==> config.mk <==
export PLATFORM = sky130hd
export DESIGN_NAME = qspi_xfer_counter_flat
export DESIGN_NICKNAME = d
export VERILOG_FILES = /design/src/rtl/qspi_xfer_counter_pkg.sv /design/src/rtl/qspi_xfer_counter_if.sv /design/src/rtl/qspi_xfer_counter.sv /design/src/flat_wrapper.sv
export SDC_FILE = /design/constraint.sdc
export NUM_CORES = 1
export LEC_CHECK = 0
export CAP_MARGIN = 10
export CELL_PAD_IN_SITES_DETAIL_PLACEMENT = 0
export CELL_PAD_IN_SITES_GLOBAL_PLACEMENT = 2
export CORE_MARGIN = 5
export CORE_UTILIZATION = 31
export DETAILED_ROUTE_END_ITERATION = 7
export PLACE_DENSITY_LB_ADDON = 0.2
export RECOVER_POWER = 25
export SLEW_MARGIN = 25
export SYNTH_ARGS = -nofsm -noshare
export SYNTH_HDL_FRONTEND = slang
export SYNTH_SLANG_ARGS = --single-unit
export TNS_END_PERCENT = 1
==> constraint.sdc <==
create_clock -name clk -period 6.41 [get_ports clk]
set_input_delay 1.6025 -clock clk [delete_from_list [all_inputs] [get_ports clk]]
set_output_delay 1.6025 -clock clk [all_outputs]
set_load 0.02 [all_outputs]
==> src/rtl/qspi_xfer_counter_pkg.sv <==
// Shared types and step decode for the QSPI transfer bit counter.
// Optional feature macro used elsewhere in this slice: QSPI_CNT_ALMOST_EN.
package qspi_cnt_pkg;

  typedef enum logic [1:0] {
    LANE_X1   = 2'd0,
    LANE_X2   = 2'd1,
    LANE_X4   = 2'd2,
    LANE_RSVD = 2'd3
  } lane_mode_e;

  typedef enum logic {
    IDLE = 1'b0,
    RUN  = 1'b1
  } cnt_state_e;

  // Bits advanced per SCK tick. The reserved encoding behaves as x1; any
  // lane wider than the build supports is clamped to the widest one.
  function automatic logic [4:0] lane_step(input lane_mode_e lane,
                                           input int unsigned max_log2);
    int unsigned lg;
    if (lane == LANE_RSVD) begin
      lg = 0;
    end else begin
      lg = {30'd0, lane};
    end
    if (lg > max_log2) begin
      lg = max_log2;
    end
    return 5'(32'd1 << lg);
  endfunction

endpackage

==> src/rtl/qspi_xfer_counter_if.sv <==
// Control/status bundle between the QSPI phase FSM (master) and the
// transfer bit counter (slave).
// Optional feature macro: QSPI_CNT_ALMOST_EN adds almost_thresh/almost_done.
interface qspi_xfer_counter_if #(
  parameter int CNT_W = 8
);

  logic             start;
  logic             stop;
  logic             tick;
  logic             mode_reload;
  logic [1:0]       lane_mode;
  logic [CNT_W-1:0] target;
  logic             busy;
  logic             done;
  logic [CNT_W-1:0] remaining;
  logic             start_err;
  logic             aborted;
`ifdef QSPI_CNT_ALMOST_EN
  logic [CNT_W-1:0] almost_thresh;
  logic             almost_done;
`endif

  modport master (
    output start, stop, tick, mode_reload, lane_mode, target,
`ifdef QSPI_CNT_ALMOST_EN
    output almost_thresh,
    input  almost_done,
`endif
    input  busy, done, remaining, start_err, aborted
  );

  modport slave (
    input  start, stop, tick, mode_reload, lane_mode, target,
`ifdef QSPI_CNT_ALMOST_EN
    input  almost_thresh,
    output almost_done,
`endif
    output busy, done, remaining, start_err, aborted
  );

endinterface

==> src/rtl/qspi_xfer_counter.sv <==
// Bit counter for QSPI address/dummy/mode/data phases. Counts down the
// latched target by 1, 2 or 4 bits per enabled tick, with one-shot or
// auto-reload completion, abort, and error/abort status pulses.
// Optional feature macro: QSPI_CNT_ALMOST_EN (almost_done prefetch hint).
module qspi_xfer_counter
  import qspi_cnt_pkg::*;
#(
  parameter int          CNT_W         = 8,
  parameter int unsigned MAX_LANE_LOG2 = 2
) (
  input logic                 clk,
  input logic                 rst,
  qspi_xfer_counter_if.slave  cnt_if
);

  cnt_state_e       state_q, state_d;
  logic [CNT_W-1:0] remaining_q, remaining_d;
  logic [CNT_W-1:0] target_q, target_d;
  lane_mode_e       lane_q, lane_d;
  logic             reload_q, reload_d;
  logic             done_q, done_d;
  logic             start_err_q, start_err_d;
  logic             aborted_q, aborted_d;
  logic [CNT_W-1:0] step;
`ifdef QSPI_CNT_ALMOST_EN
  logic [CNT_W-1:0] thresh_q, thresh_d;
  logic             almost_q, almost_d;
  logic             reload_evt;
`endif

  assign step = CNT_W'(lane_step(lane_q, MAX_LANE_LOG2));

  // Next-state decode: start/stop/tick handling and completion detection.
  always_comb begin
    state_d     = state_q;
    remaining_d = remaining_q;
    target_d    = target_q;
    lane_d      = lane_q;
    reload_d    = reload_q;
    done_d      = 1'b0;
    start_err_d = 1'b0;
    aborted_d   = 1'b0;
`ifdef QSPI_CNT_ALMOST_EN
    thresh_d    = thresh_q;
    reload_evt  = 1'b0;
`endif
    case (state_q)
      IDLE: begin
        // stop is meaningless here, so a same-cycle stop is simply ignored
        if (cnt_if.start) begin
          target_d    = cnt_if.target;
          lane_d      = lane_mode_e'(cnt_if.lane_mode);
          reload_d    = cnt_if.mode_reload;
          remaining_d = cnt_if.target;
`ifdef QSPI_CNT_ALMOST_EN
          thresh_d    = cnt_if.almost_thresh;
`endif
          if (cnt_if.target != '0) begin
            state_d = RUN;
          end else begin
            done_d = 1'b1;
          end
        end
      end
      RUN: begin
        start_err_d = cnt_if.start;
        if (cnt_if.stop) begin
          // abort beats a completion landing on the same tick
          state_d     = IDLE;
          remaining_d = '0;
          aborted_d   = 1'b1;
        end else if (cnt_if.tick) begin
          if (remaining_q <= step) begin
            // final (possibly partial) step saturates instead of wrapping
            done_d = 1'b1;
            if (reload_q) begin
              remaining_d = target_q;
`ifdef QSPI_CNT_ALMOST_EN
              reload_evt  = 1'b1;
`endif
            end else begin
              remaining_d = '0;
              state_d     = IDLE;
            end
          end else begin
            remaining_d = remaining_q - step;
          end
        end
      end
      default: begin
        state_d     = IDLE;
        remaining_d = '0;
      end
    endcase
`ifdef QSPI_CNT_ALMOST_EN
    // level is dropped for the reload cycle so each pass re-arms cleanly
    almost_d = (state_d == RUN) && (remaining_d != '0) &&
               (remaining_d <= thresh_d) && !reload_evt;
`endif
  end

  // State, latched configuration and registered status outputs.
  always_ff @(posedge clk) begin
    if (rst) begin
      state_q     <= IDLE;
      remaining_q <= '0;
      target_q    <= '0;
      lane_q      <= LANE_X1;
      reload_q    <= 1'b0;
      done_q      <= 1'b0;
      start_err_q <= 1'b0;
      aborted_q   <= 1'b0;
`ifdef QSPI_CNT_ALMOST_EN
      thresh_q    <= '0;
      almost_q    <= 1'b0;
`endif
    end else begin
      state_q     <= state_d;
      remaining_q <= remaining_d;
      target_q    <= target_d;
      lane_q      <= lane_d;
      reload_q    <= reload_d;
      done_q      <= done_d;
      start_err_q <= start_err_d;
      aborted_q   <= aborted_d;
`ifdef QSPI_CNT_ALMOST_EN
      thresh_q    <= thresh_d;
      almost_q    <= almost_d;
`endif
    end
  end

  assign cnt_if.busy      = (state_q == RUN);
  assign cnt_if.done      = done_q;
  assign cnt_if.remaining = remaining_q;
  assign cnt_if.start_err = start_err_q;
  assign cnt_if.aborted   = aborted_q;
`ifdef QSPI_CNT_ALMOST_EN
  assign cnt_if.almost_done = almost_q;
`endif

endmodule

==> src/flat_wrapper.sv <==
// flat-port wrapper written by rule: the top's interface ports become plain ports
module qspi_xfer_counter_flat import qspi_cnt_pkg::*;
#(
  parameter int          CNT_W         = 8,
  parameter int unsigned MAX_LANE_LOG2 = 2
)
  (clk, rst, cnt_if_start, cnt_if_stop, cnt_if_tick, cnt_if_mode_reload, cnt_if_lane_mode, cnt_if_target, cnt_if_busy, cnt_if_done, cnt_if_remaining, cnt_if_start_err, cnt_if_aborted);
  qspi_xfer_counter_if #(.CNT_W(CNT_W)) cnt_if_i ();
  input logic clk;
  input logic rst;
  input wire logic [$bits(cnt_if_i.start)-1:0] cnt_if_start;
  input wire logic [$bits(cnt_if_i.stop)-1:0] cnt_if_stop;
  input wire logic [$bits(cnt_if_i.tick)-1:0] cnt_if_tick;
  input wire logic [$bits(cnt_if_i.mode_reload)-1:0] cnt_if_mode_reload;
  input wire logic [$bits(cnt_if_i.lane_mode)-1:0] cnt_if_lane_mode;
  input wire logic [$bits(cnt_if_i.target)-1:0] cnt_if_target;
  output wire logic [$bits(cnt_if_i.busy)-1:0] cnt_if_busy;
  output wire logic [$bits(cnt_if_i.done)-1:0] cnt_if_done;
  output wire logic [$bits(cnt_if_i.remaining)-1:0] cnt_if_remaining;
  output wire logic [$bits(cnt_if_i.start_err)-1:0] cnt_if_start_err;
  output wire logic [$bits(cnt_if_i.aborted)-1:0] cnt_if_aborted;
  assign cnt_if_i.start = cnt_if_start;
  assign cnt_if_i.stop = cnt_if_stop;
  assign cnt_if_i.tick = cnt_if_tick;
  assign cnt_if_i.mode_reload = cnt_if_mode_reload;
  assign cnt_if_i.lane_mode = cnt_if_lane_mode;
  assign cnt_if_i.target = cnt_if_target;
  assign cnt_if_busy = cnt_if_i.busy;
  assign cnt_if_done = cnt_if_i.done;
  assign cnt_if_remaining = cnt_if_i.remaining;
  assign cnt_if_start_err = cnt_if_i.start_err;
  assign cnt_if_aborted = cnt_if_i.aborted;
  qspi_xfer_counter #(.CNT_W(CNT_W), .MAX_LANE_LOG2(MAX_LANE_LOG2)) u_core (.clk(clk), .rst(rst), .cnt_if(cnt_if_i));
endmodule
* Word-level counts from Yosys, hierarchy flattened
Index checks and enable logic that the tools add are counted.
** Operators by class
- Divide/modulo/power cells :: 0
- Reductions and logical operators :: 4
- Shift-type cells :: 1
- Multiply operators :: 0
- Equality and inequality tests :: 3
- Bitwise gates (word level) :: 1
- $lt $le $gt $ge :: 2
- Add/sub/neg operators :: 1
- Muxes and demuxes :: 22
** Operators with widths (count)
- 2-to-1 mux 8 bit :: 5
- 2-to-1 mux 32 bit :: 1
- left shift 1 x 32 -> 5 bit, first input constant :: 1
- one-hot mux 8 bit (2 select lines) :: 1
- 2-to-1 mux 1 bit :: 12
- less-or-equal comparator 8 x 5 -> 1 bit :: 1
- nonzero test 8 bit :: 1
- subtractor 8 x 5 -> 8 bit :: 1
- one-hot mux 1 bit (2 select lines) :: 2
- AND reduction 2 bit :: 2
- inequality test 3 bit, second input constant :: 1
- == test 2 bit, second input constant :: 1
- > comparator 2 bit, second input constant :: 1
- 2-to-1 mux 2 bit :: 1
- inequality test 2 bit, second input constant :: 1
- OR reduction 2 bit :: 1
- NOT 1 bit :: 1
** Word-level totals
- Memories :: 0
- Latch bits :: 0
- Register bits :: 23
- Bits in writable memories :: 0
- Input bits :: 16
- Output and inout port bits :: 12
- Word-level logic and storage cells :: 42
- Bits in read-only memories :: 0

* Depth between registers and ports, before layout
Gate-level depths: netlist (run 1).
- Word-level depth :: 10
- Gate-level depth with buffers :: 11
- Mapped depth without buffers :: 10

* Least setup slack after synthesis (run 1)
OpenSTA, ideal clock, no wires.
- Path kind :: in2reg
- Start point :: input cnt_if_target[4]
- End point :: register u_core.state_q (netlist: u_core.cnt_if.busy)
- Stages on the path :: 5
- Path slack :: 3.853 ns
- Library setup time :: 0.128 ns
- Buffers on the path :: 0
- Data required time :: 6.282 ns
- Arrival :: 2.429 ns
- Cells stage by stage :: or4_1 -> nor2_1 -> nor2_1 -> a21oi_1 -> nor2_1
** Between the ends
- Cells in the longest elaborated chain, start to end :: 4
** RTL lines
- from (decl) :: RTL line flat_wrapper.sv:16 : input wire logic [$bits(cnt_if_i.target)-1:0] cnt_if_target;
- nonzero test 8 bit :: RTL line qspi_xfer_counter.sv:58 : if (cnt_if.target != '0) begin
- 2-to-1 mux 1 bit :: RTL line qspi_xfer_counter.sv:58
- 2-to-1 mux 1 bit :: RTL line qspi_xfer_counter.sv:50 : if (cnt_if.start) begin
- one-hot mux 1 bit (2 select lines) :: RTL line qspi_xfer_counter.sv:47 : case (state_q)
- to (signal assigned) :: RTL line qspi_xfer_counter.sv:118 : state_q <= state_d;
- to (decl) :: RTL line qspi_xfer_counter.sv:16 : cnt_state_e state_q, state_d;
No other way between the ends.
A chain may end at the register's enable or synchronous reset.

* Final worst setup path (run 1)
- Start point :: input cnt_if_start
- End point :: register u_core.remaining_q[7] (netlist: u_core.cnt_if.remaining[7])
** Between the ends
- Cells in the longest elaborated chain, start to end :: 2
** RTL lines
- from (decl) :: RTL line flat_wrapper.sv:11 : input wire logic [$bits(cnt_if_i.start)-1:0] cnt_if_start;
- inequality test 2 bit (no line)
- AND reduction 2 bit (no line)
- to (signal assigned) :: RTL line qspi_xfer_counter.sv:119 : remaining_q <= remaining_d;
- to (decl) :: RTL line qspi_xfer_counter.sv:17 : logic [CNT_W-1:0] remaining_q, remaining_d;
No other way between the ends.

==> reports/qor.yml, run 1 <==
global_route:
  overflow: 0
  grt_util_all_layers_pct: 14.5
  grt_pass1_vias: 1315
  grt_max_degree: 25
  antenna_found_initial: 0
  grt_pass1_wl_um: 6430
route:
  vias: 1287
  final_antenna_net_count: 0
  via_per_inst: 5.34
  drc: 0
  drtIter0Drc: 100
  wl_um: 3680
  wl_per_cell_um: 15.2
  firstDrtPassIters: 4
die:
  core.rowCount: 23
  dieWidth_um: 75.5
  io_pins: 28
  core_um2: 4090
  fp.dieArea_um2: 5700
  start_util_pct: 32.6
  die_h_um: 75.5
final_layout:
  n_antenna_cell: 0
  final_common_cell: "nand2_1"
  layout-drive-gt1-share_pct: 4.71
  fillers: 435
  multi_input_area_um2: 808
  fin_cells: 241
  layout.nets: 216
  area_delta_synth_final_pct: 25.5
  seq_area_um2: 460
  final_cell_mix: "nand2_1 (33), dfxtp_1 (23), clkdlybuf4s50_1 (20)"
setup_path:
  cp_cell_sequence: "clkdlybuf4s50_1 > nand2b_1 > nand2_1 > nand3b_1 > o31ai_1 > a311oi_1"
  slowest_stage: "nand2b_1"
  critPathMaxFanout: 21
  endpoint_kind: "register"
  crit_family: "simple AND/OR/NAND/NOR gates"
  crit_type: "input port to register"
  crit_start: "cnt_if_start"
  start_kind: "input port"
  critPathArrivalTime_ns: 3.43
  worst-path-buf-inv: 1
  critPathRequiredTime_ns: 6.60
  max_stage_delay_ns: 0.55
  r2r_start: "u_core.lane_q[0]$_SDFFE_PP0P_"
clocking:
  path_clk_slew_ns: 0.09
  cts_tree: "done"
  cts_buffers: 3
  cts_buffer_depth: 2
  hold_buffers: 0
  root_buffer: "clkbuf_8"
  htreeDepth: 1
  cts_setup_buffers: 0
  cts.sinks: 23
  clk_latency_ns: 0.27
  cts-resized-gates: 0
sta:
  finalHoldViolations: 0
  slew_headroom_pct: 38.2
  setup_viol: 0
  skew_ns: 0.00992
  fmax_mhz: 308
  fin_crit_ns: 3.25
  period_share_pct: 50.7
  worst_pin_slew_ns: 0.924
  setup_tns_ns: 0
  drv_slew: 0
  rsz0062_at_grt: "no"
power_and_ir_drop:
  ir_drop_mv: 0.134
  finalPower_uw: 409
  cellPowerDensity_nw_per_um2: 245
  leakage_uw: 0.000626
yosys:
  ys_seq_elements: 23
  async_reset_ff_share_pct: 0
  synth_edf_count: 0
  syn-mean-instance-area_um2: 7.97
  syn-num-nets: 191
  yosysWarnings: 0
  synthCells: 167
  synth_cell_types: 43
  synth_ff_type: "dfxtp_1"
  netlist_area_um2: 1330
  seq_area_frac_synth_pct: 34.6
worst_hold_path:
  holdCritPathClass: "register to register"
  worstHoldStart: "u_core.target_q[7]$_SDFFE_PP0P_"
place:
  gp_congestion: 0.833
  place_inst: 237
  dp_hpwl_um: 2790
  port_buffers: 27
outcome:
  run_status: "completed"
run:
  timing.max_cap.violations: 0
## routing by layer
layer / wire length [µm] / up-vias / track usage (%)
met5: 0 / - / 0
li1: - / 655 / -
met3: 219 / 4 / 2.64
met4: 48 / 0 / 4.27
met1: 1830 / 595 / 21.0
met2: 1580 / 33 / 21.9
## where the power goes
group,switching (µW),total (µW),internal (µW)
Sequential,15.9,170,154
Clock,47.0,90.4,43.4
Combinational,87.1,148,60.8
## worst reg2reg max path: cells and delay by family, from the launching register on
kind | cells | cell delay (ns)
buf+inv | 2 | 0.12
flops | 1 | 0.37
simple gates | 3 | 0.61
fa+ha+maj | 3 | 0.84
compound gates | 2 | 0.49
## state kept, by name (all words and copies together), names as in the netlist
register                 count
u_core.cnt_if.aborted        1
u_core.cnt_if.busy           1
u_core.cnt_if.done           1
u_core.cnt_if.remaining      8
u_core.cnt_if.start_err      1
u_core.lane_q                2
u_core.reload_q              1
u_core.target_q              8
## logic make-up (layout without fill, tap and decap cells)
family / count (synthesis) / count (layout) / synth area share (%)
AND/OR/NAND/NOR: 69 / 69 / 26.0
AO/OA/AOI/OAI: 52 / 52 / 25.3
XOR/XNOR: 2 / 2 / 1.32
adder cells (fa/ha/maj): 8 / 8 / 8.08
buffers and inverters: 13 / 37 / 4.70
flip-flops: 23 / 23 / 34.6
## stage by stage
stage          hold WS (ns)  worst slack, ns  utilization, %  area (µm²)
5_1_grt               0.492             3.03            40.9        1670
3_5_place_dp          0.450             2.87            39.7        1620
3_3_place_gp          0.445             2.98            39.7        1620
6_report              0.460             3.16            40.9        1670
4_1_cts               0.461             3.15            40.9        1670
2_1_floorplan         0.436             3.85               -        1330
## path summary, 6_finish.rpt
| path | endpoint | slack [ns] | cells past startpoint |
|---|---|---|---|
| max | u_core.cnt_if.remaining[7]$_SDFFE_PP0P_ | 3.16 | 6 |
| min | u_core.target_q[7]$_SDFFE_PP0P_ | 0.46 | 2 |
| min reg2reg | u_core.target_q[7]$_SDFFE_PP0P_ | 0.46 | 2 |
| max reg2reg | u_core.cnt_if.remaining[1]$_SDFFE_PP0P_ | 3.88 | 10 |
## cell usage after synthesis (3+ instances only)
library cell,n,area [µm²]
a21oi_1,19,95.1
ha_1,7,87.6
nand2_1,33,124
nand3_1,5,25.0
nor2_1,11,41.3
inv_1,6,22.5
dfxtp_1,23,460
clkbuf_1,3,11.3
o21ai_0,8,40.0
a31oi_1,3,18.8
## area by class of cell
type	instances	area share, %
Timing Repair Buffer	27	16.2
Inverter	6	1.35
Sequential cell	23	27.6
Clock buffer	3	2.47
Tap cell	50	3.75
Clock inverter	1	0.300
Multi-Input combinational cell	131	48.4
Power figures use the tool's default switching activity.
==> run 2, diff against run 1 <==
- CORE_UTILIZATION: 31 -> 26
- clock period: 6.41 -> 2.9 ns (I/O delays scaled with it)
==> run 2 against run 1 <==
Cell count up 10%. First-iteration DRC count increased by 4.0%. Wire length up 6.9%. Highest routed layer unchanged.
==> reports/qor.yml, run 2 (synthesis results as in run 1) <==
power_and_ir_drop:
  cellPowerDensity_nw_per_um2: 532  # +120%
  finalPower_uw: 917  # +120%
  leakage_uw: 0.000629  # +0.44%
  ir_drop_mv: 0.185  # +38%
setup_path:
  start_kind: "register"
  critPathMaxFanout: 6  # -71%
  r2r_setup_slack_ns: 0.44  # -3.44 ns
  cp_cell_sequence: "inv_1 > ha_1 > ha_1 > inv_1 > fa_1 > and3_1 > o21ai_2 > and2_1 > nand3_2 > a311oi_2"
  crit_type: "register to register"
  critPathArrivalTime_ns: 2.65  # -0.78 ns
  max_stage_delay_ns: 0.40  # -0.15 ns
  endpoint_kind: "register"
  critPathRequiredTime_ns: 3.09  # -3.51 ns
  slowest_stage: "fa_1"
sta:
  finalHoldViolations: 0  # unchanged
  fmax_mhz: 406
  worst_pin_slew_ns: 0.501  # -0.423 ns
  skew_ns: 0.000927  # -0.00899 ns
  fin_crit_ns: 2.46
  whs_ns: 0.462  # +0.00234 ns
  drv_slew: 0  # unchanged
  rsz0062_at_grt: "no"
  slew_headroom_pct: 66.5  # +28 points
  setup_tns_ns: 0  # unchanged
  period_share_pct: 84.8
  setup_viol: 0  # unchanged
clocking:
  cts_buffer_depth: 2  # unchanged
  hold_buffers: 0  # unchanged
  cts_tree: "done"
  cts.sinks: 23  # unchanged
  path_clk_slew_ns: 0.08  # about the same
  cts_setup_buffers: 0  # unchanged
  cts_buffers: 3  # unchanged
  cts-resized-gates: 0  # unchanged
  htreeDepth: 1  # unchanged
  clk_latency_ns: 0.27  # about the same
  root_buffer: "clkbuf_8"
global_route:
  grt_pass1_wl_um: 6490  # +0.96%
  antenna_found_initial: 0  # unchanged
  overflow: 0  # unchanged
  grt_util_all_layers_pct: 12.6  # -1.9 points
  grt_max_degree: 13  # -48%
  grt_pass1_vias: 1336  # +1.6%
final_layout:
  fillers: 544  # +25%
  fin_area_um2: 1720  # +3.2%
  area_delta_synth_final_pct: 29.5
  layout.nets: 221  # +2.3%
  finish.utilization_pct: 34.2  # -6.7 points
  layout-drive-gt1-share_pct: 5.61  # +0.90 points
  final_cell_mix: "nand2_1 (33), clkdlybuf4s50_1 (24), dfxtp_1 (23)"
  final_common_cell: "nand2_1"
  n_antenna_cell: 0  # unchanged
place:
  port_buffers: 27  # unchanged
  gp_congestion: 0.835  # +0.35%
  dp_hpwl_um: 3140  # +13%
  place_area_um2: 1690  # +3.9%
route:
  wl_per_cell_um: 14.8  # -3.1%
  via_per_inst: 5.06  # -5.2%
  drtIter0Drc: 104  # +4.0%
  vias: 1346  # +4.6%
  drc: 0  # unchanged
  final_antenna_net_count: 0  # unchanged
  wl_um: 3930  # +6.9%
  firstDrtPassIters: 4  # unchanged
die:
  die_h_um: 81.6  # +8.0%
  core_um2: 5040  # +23%
  io_pins: 28  # unchanged
  start_util_pct: 26.4  # -6.2 points
  core.rowCount: 26  # +13%
  dieWidth_um: 81.6  # +8.0%
  fp.dieArea_um2: 6650  # +17%
outcome:
  run_status: "completed"
run:
  timing.max_cap.violations: 0  # unchanged
worst_hold_path:
  holdCritPathClass: "register to register"
[run 2: changes by cell type in the layout (fill, tap and decap cells not counted)]
cell	change
clkdlybuf4s50_1	+4
clkinv_2	-1
dlygate4sd3_1	-4
clkbuf_1	+3
buf_4	+3
[run 2: layout make-up]
| type | instances | area [µm²] | share of cell area, % |
|---|---|---|---|
| repair buffers | 32 | 300 | 17.4 |
| inverters | 6 | 22.5 | 1.31 |
| flip-flops and latches | 23 | 460 | 26.7 |
| well taps | 70 | 87.6 | 5.08 |
| multi-input cells | 131 | 808 | 46.9 |
| clock buffers | 4 | 45.0 | 2.61 |
[run 2: stage by stage]
stage	std cells	setup slack (ns)
after floorplan	167	0.680
after global placement	262	0.425
after detailed placement	262	0.438
after CTS	266	0.418
after global routing	266	0.303
final	266	0.439
[run 2: critical path, delay by kind of cell (launching register included)]
kind | cells | cell delay, ns
compound gates | 2 | 0.47
simple gates | 3 | 0.62
flops | 1 | 0.36
fa+ha+maj | 3 | 0.81
buf+inv | 2 | 0.12
[run 2: path summary, 6_finish.rpt]
path	end	startpoint	cells after the start
setup reg to reg	u_core.cnt_if.remaining[1]$_SDFFE_PP0P_	u_core.lane_q[0]$_SDFFE_PP0P_	10
hold reg to reg	u_core.target_q[7]$_SDFFE_PP0P_	u_core.target_q[7]$_SDFFE_PP0P_	2
hold / removal	u_core.target_q[7]$_SDFFE_PP0P_	u_core.target_q[7]$_SDFFE_PP0P_	2
setup / recovery	u_core.cnt_if.remaining[1]$_SDFFE_PP0P_	u_core.lane_q[0]$_SDFFE_PP0P_	10
[run 2: where the power goes]
part           internal [µW]  total [µW]  switching (µW)
clock network           98.3         206             108
registers                341         378            36.7
logic                    140         333             193
total                    579         917             338
[run 2: layer usage]
layer / global-route usage, % / up-vias / part of all wire (%)
met3: 2.52 / 5 / 5.6
met2: 20.3 / 34 / 45
met5: 0 / - / 0
met1: 16.7 / 640 / 48
met4: 4.05 / 0 / 1.4
li1: - / 667 / -
==> run 3, diff against run 2 <==
- clock period: 2.9 -> 2.1 ns (I/O delays scaled with it)
==> run 3 against run 2 <==
The run now ends with negative setup slack left. Combinational power increased by 84%. Wire length increased by 4.8%. Die area unchanged. Maximum frequency increased by 17%. Clock-buffer cell count unchanged. Cell count increased by 5.3%. Global-route usage increased by 0.49 points. Clock power increased by 43%. Flip-flop and latch count unchanged. Critical path depth increased by 1. Largest power group is now combinational logic.
==> reports/qor.yml, run 3 (synthesis results as in run 1) <==
outcome:
  run_status: "finished with violations"
  violations: "negative setup slack"
route:
  wl_um: 4120  # +4.8%
  wl_per_cell_um: 14.7  # -0.41%
  drc: 0  # unchanged
  firstDrtPassIters: 4  # unchanged
  final_antenna_net_count: 0  # unchanged
  drtIter0Drc: 99  # -4.8%
  via_per_inst: 4.95  # -2.2%
  vias: 1386  # +3.0%
power_and_ir_drop:
  leakage_uw: 0.000710  # +13%
  finalPower_uw: 1430  # +56%
  power_frac_comb_pct: 42.9  # +6.6 points
  cellPowerDensity_nw_per_um2: 737  # +39%
  p_switching_uw: 535  # +58%
  internal_power_uw: 896  # +55%
  ir_drop_mv: 0.206  # +11%
  p_clk_share_pct: 20.6  # -1.9 points
  p_sw_share_pct: 37.4  # +0.54 points
  seq_power_share_pct: 36.4  # -4.8 points
sta:
  skew_ns: 0.00271  # +0.00179 ns
  slew_headroom_pct: 55.5  # -11 points
  setup_slack_ns: -0.0101  # -0.450 ns
  worst_pin_slew_ns: 0.668  # +0.167 ns
  fin_crit_ns: 2.11  # -0.350 ns
  period_share_pct: 100  # +16 points
  setup_viol: 2  # +2
  finalHoldViolations: 0  # unchanged
  drv_slew: 0  # unchanged
  fmax_mhz: 474  # +17%
  rsz0062_at_grt: "yes"
global_route:
  antenna_found_initial: 0  # unchanged
  grt_util_all_layers_pct: 13.0  # +0.49 points
  grt_pass1_wl_um: 6690  # +3.1%
  grt_max_degree: 21  # +8
  overflow: 0  # unchanged
  grt_pass1_vias: 1364  # +2.1%
final_layout:
  fin_area_um2: 1940  # +13%
  layout-drive-gt1-share_pct: 19.5  # +14 points
  finish.utilization_pct: 38.5  # +4.3 points
  layout.nets: 235  # +6.3%
  final_common_cell: "nand2_1"
  area_delta_synth_final_pct: 45.9
  n_antenna_cell: 0  # unchanged
  final_cell_mix: "nand2_1 (31), clkdlybuf4s50_1 (26), dfxtp_1 (21)"
place:
  place_area_um2: 1820  # +8.1%
  gp_congestion: 0.839  # +0.43%
  port_buffers: 27  # unchanged
  dp_hpwl_um: 3090  # -1.5%
  post-place-ws_ns: -0.0743  # -0.512 ns
setup_path:
  endpoint_kind: "register"
  critPathMaxFanout: 3  # -3
  start_kind: "register"
  critPathRequiredTime_ns: 2.24  # -0.85 ns
  crit_type: "register to register"
  critPathArrivalTime_ns: 2.25  # -0.40 ns
clocking:
  cts_tree: "done"
  cts.sinks: 23  # unchanged
  hold_buffers: 0  # unchanged
  root_buffer: "clkbuf_8"
  cts_buffers: 3  # unchanged
  path_clk_slew_ns: 0.09  # about the same
  clk_latency_ns: 0.27  # about the same
  htreeDepth: 1  # unchanged
  cts_buffer_depth: 2  # unchanged
die:
  fp.dieArea_um2: 6650  # unchanged
  dieWidth_um: 81.6  # unchanged
  start_util_pct: 26.4  # unchanged
  core.rowCount: 26  # unchanged
  die_h_um: 81.6  # unchanged
  io_pins: 28  # unchanged
  core_um2: 5040  # unchanged
run:
  timing.max_cap.violations: 0  # unchanged
worst_hold_path:
  holdCritPathClass: "register to register"
[run 3: per-layer routing]
metal  track usage, %  vias to the layer above  wire, µm
li1                 -                      695         -
met1             18.5                      659      2080
met2             20.0                       30      1860
met3             2.52                        2       159
met4             3.55                        0        20
met5                0                        -         0
[run 3: final timing paths]
kind         slack [ns]                       startpoint  cells past startpoint                               to
max reg2reg       -0.01    u_core.lane_q[0]$_SDFFE_PP0P_                     11    u_core.cnt_if.busy$_SDFF_PP0_
max               -0.01    u_core.lane_q[0]$_SDFFE_PP0P_                     11    u_core.cnt_if.busy$_SDFF_PP0_
min reg2reg        0.46  u_core.target_q[4]$_SDFFE_PP0P_                      2  u_core.target_q[4]$_SDFFE_PP0P_
min                0.46  u_core.target_q[4]$_SDFFE_PP0P_                      2  u_core.target_q[4]$_SDFFE_PP0P_
[run 3: critical path, cell delays in order, from the launching register on]
cell	delay [ns]
dfxtp_2	0.35
inv_2	0.05
ha_4	0.26
ha_4	0.12
inv_2	0.03
fa_2	0.34
and3_4	0.18
o21ai_4	0.16
buf_6	0.14
nand4b_1	0.12
a21oi_1	0.17
nor2_1	0.06
[run 3: final cells by class]
cell class	count	area (µm²)
repair buffers	46	422
fillers	525	3100
flip-flops and latches	23	463
clock buffers	4	45.0
multi-input cells	131	902
inverters	6	22.5
well taps	70	87.6
[run 3: timing repair]
| action | CTS | global route |
|---|---|---|
| pin swaps | 0 | 10 |
| setup buffers | 1 | 1 |
| resized for setup | 5 | 9 |
| setup endpoints to repair | 6 | 9 |
[run 3: power groups by stage]
stage | Combinational (µW) | Clock (µW) | Sequential [µW]
2_1_floorplan | 310 | 0 | 543
3_3_place_gp | 531 | 0 | 528
3_5_place_dp | 530 | 0 | 529
4_1_cts | 553 | 305 | 519
5_1_grt | 664 | 327 | 528
6_report | 614 | 295 | 521
[run 3: stage by stage]
| step | instances | setup TNS (ns) | hold slack, ns |
|---|---|---|---|
| finish | 280 | -0.0173 | 0.463 |
| global placement | 274 | -0.0669 | 0.446 |
| global route | 280 | -0.458 | 0.482 |
| CTS | 279 | 0 | 0.461 |
| floorplan | 167 | 0 | 0.436 |
| detailed placement | 274 | -0.178 | 0.448 |
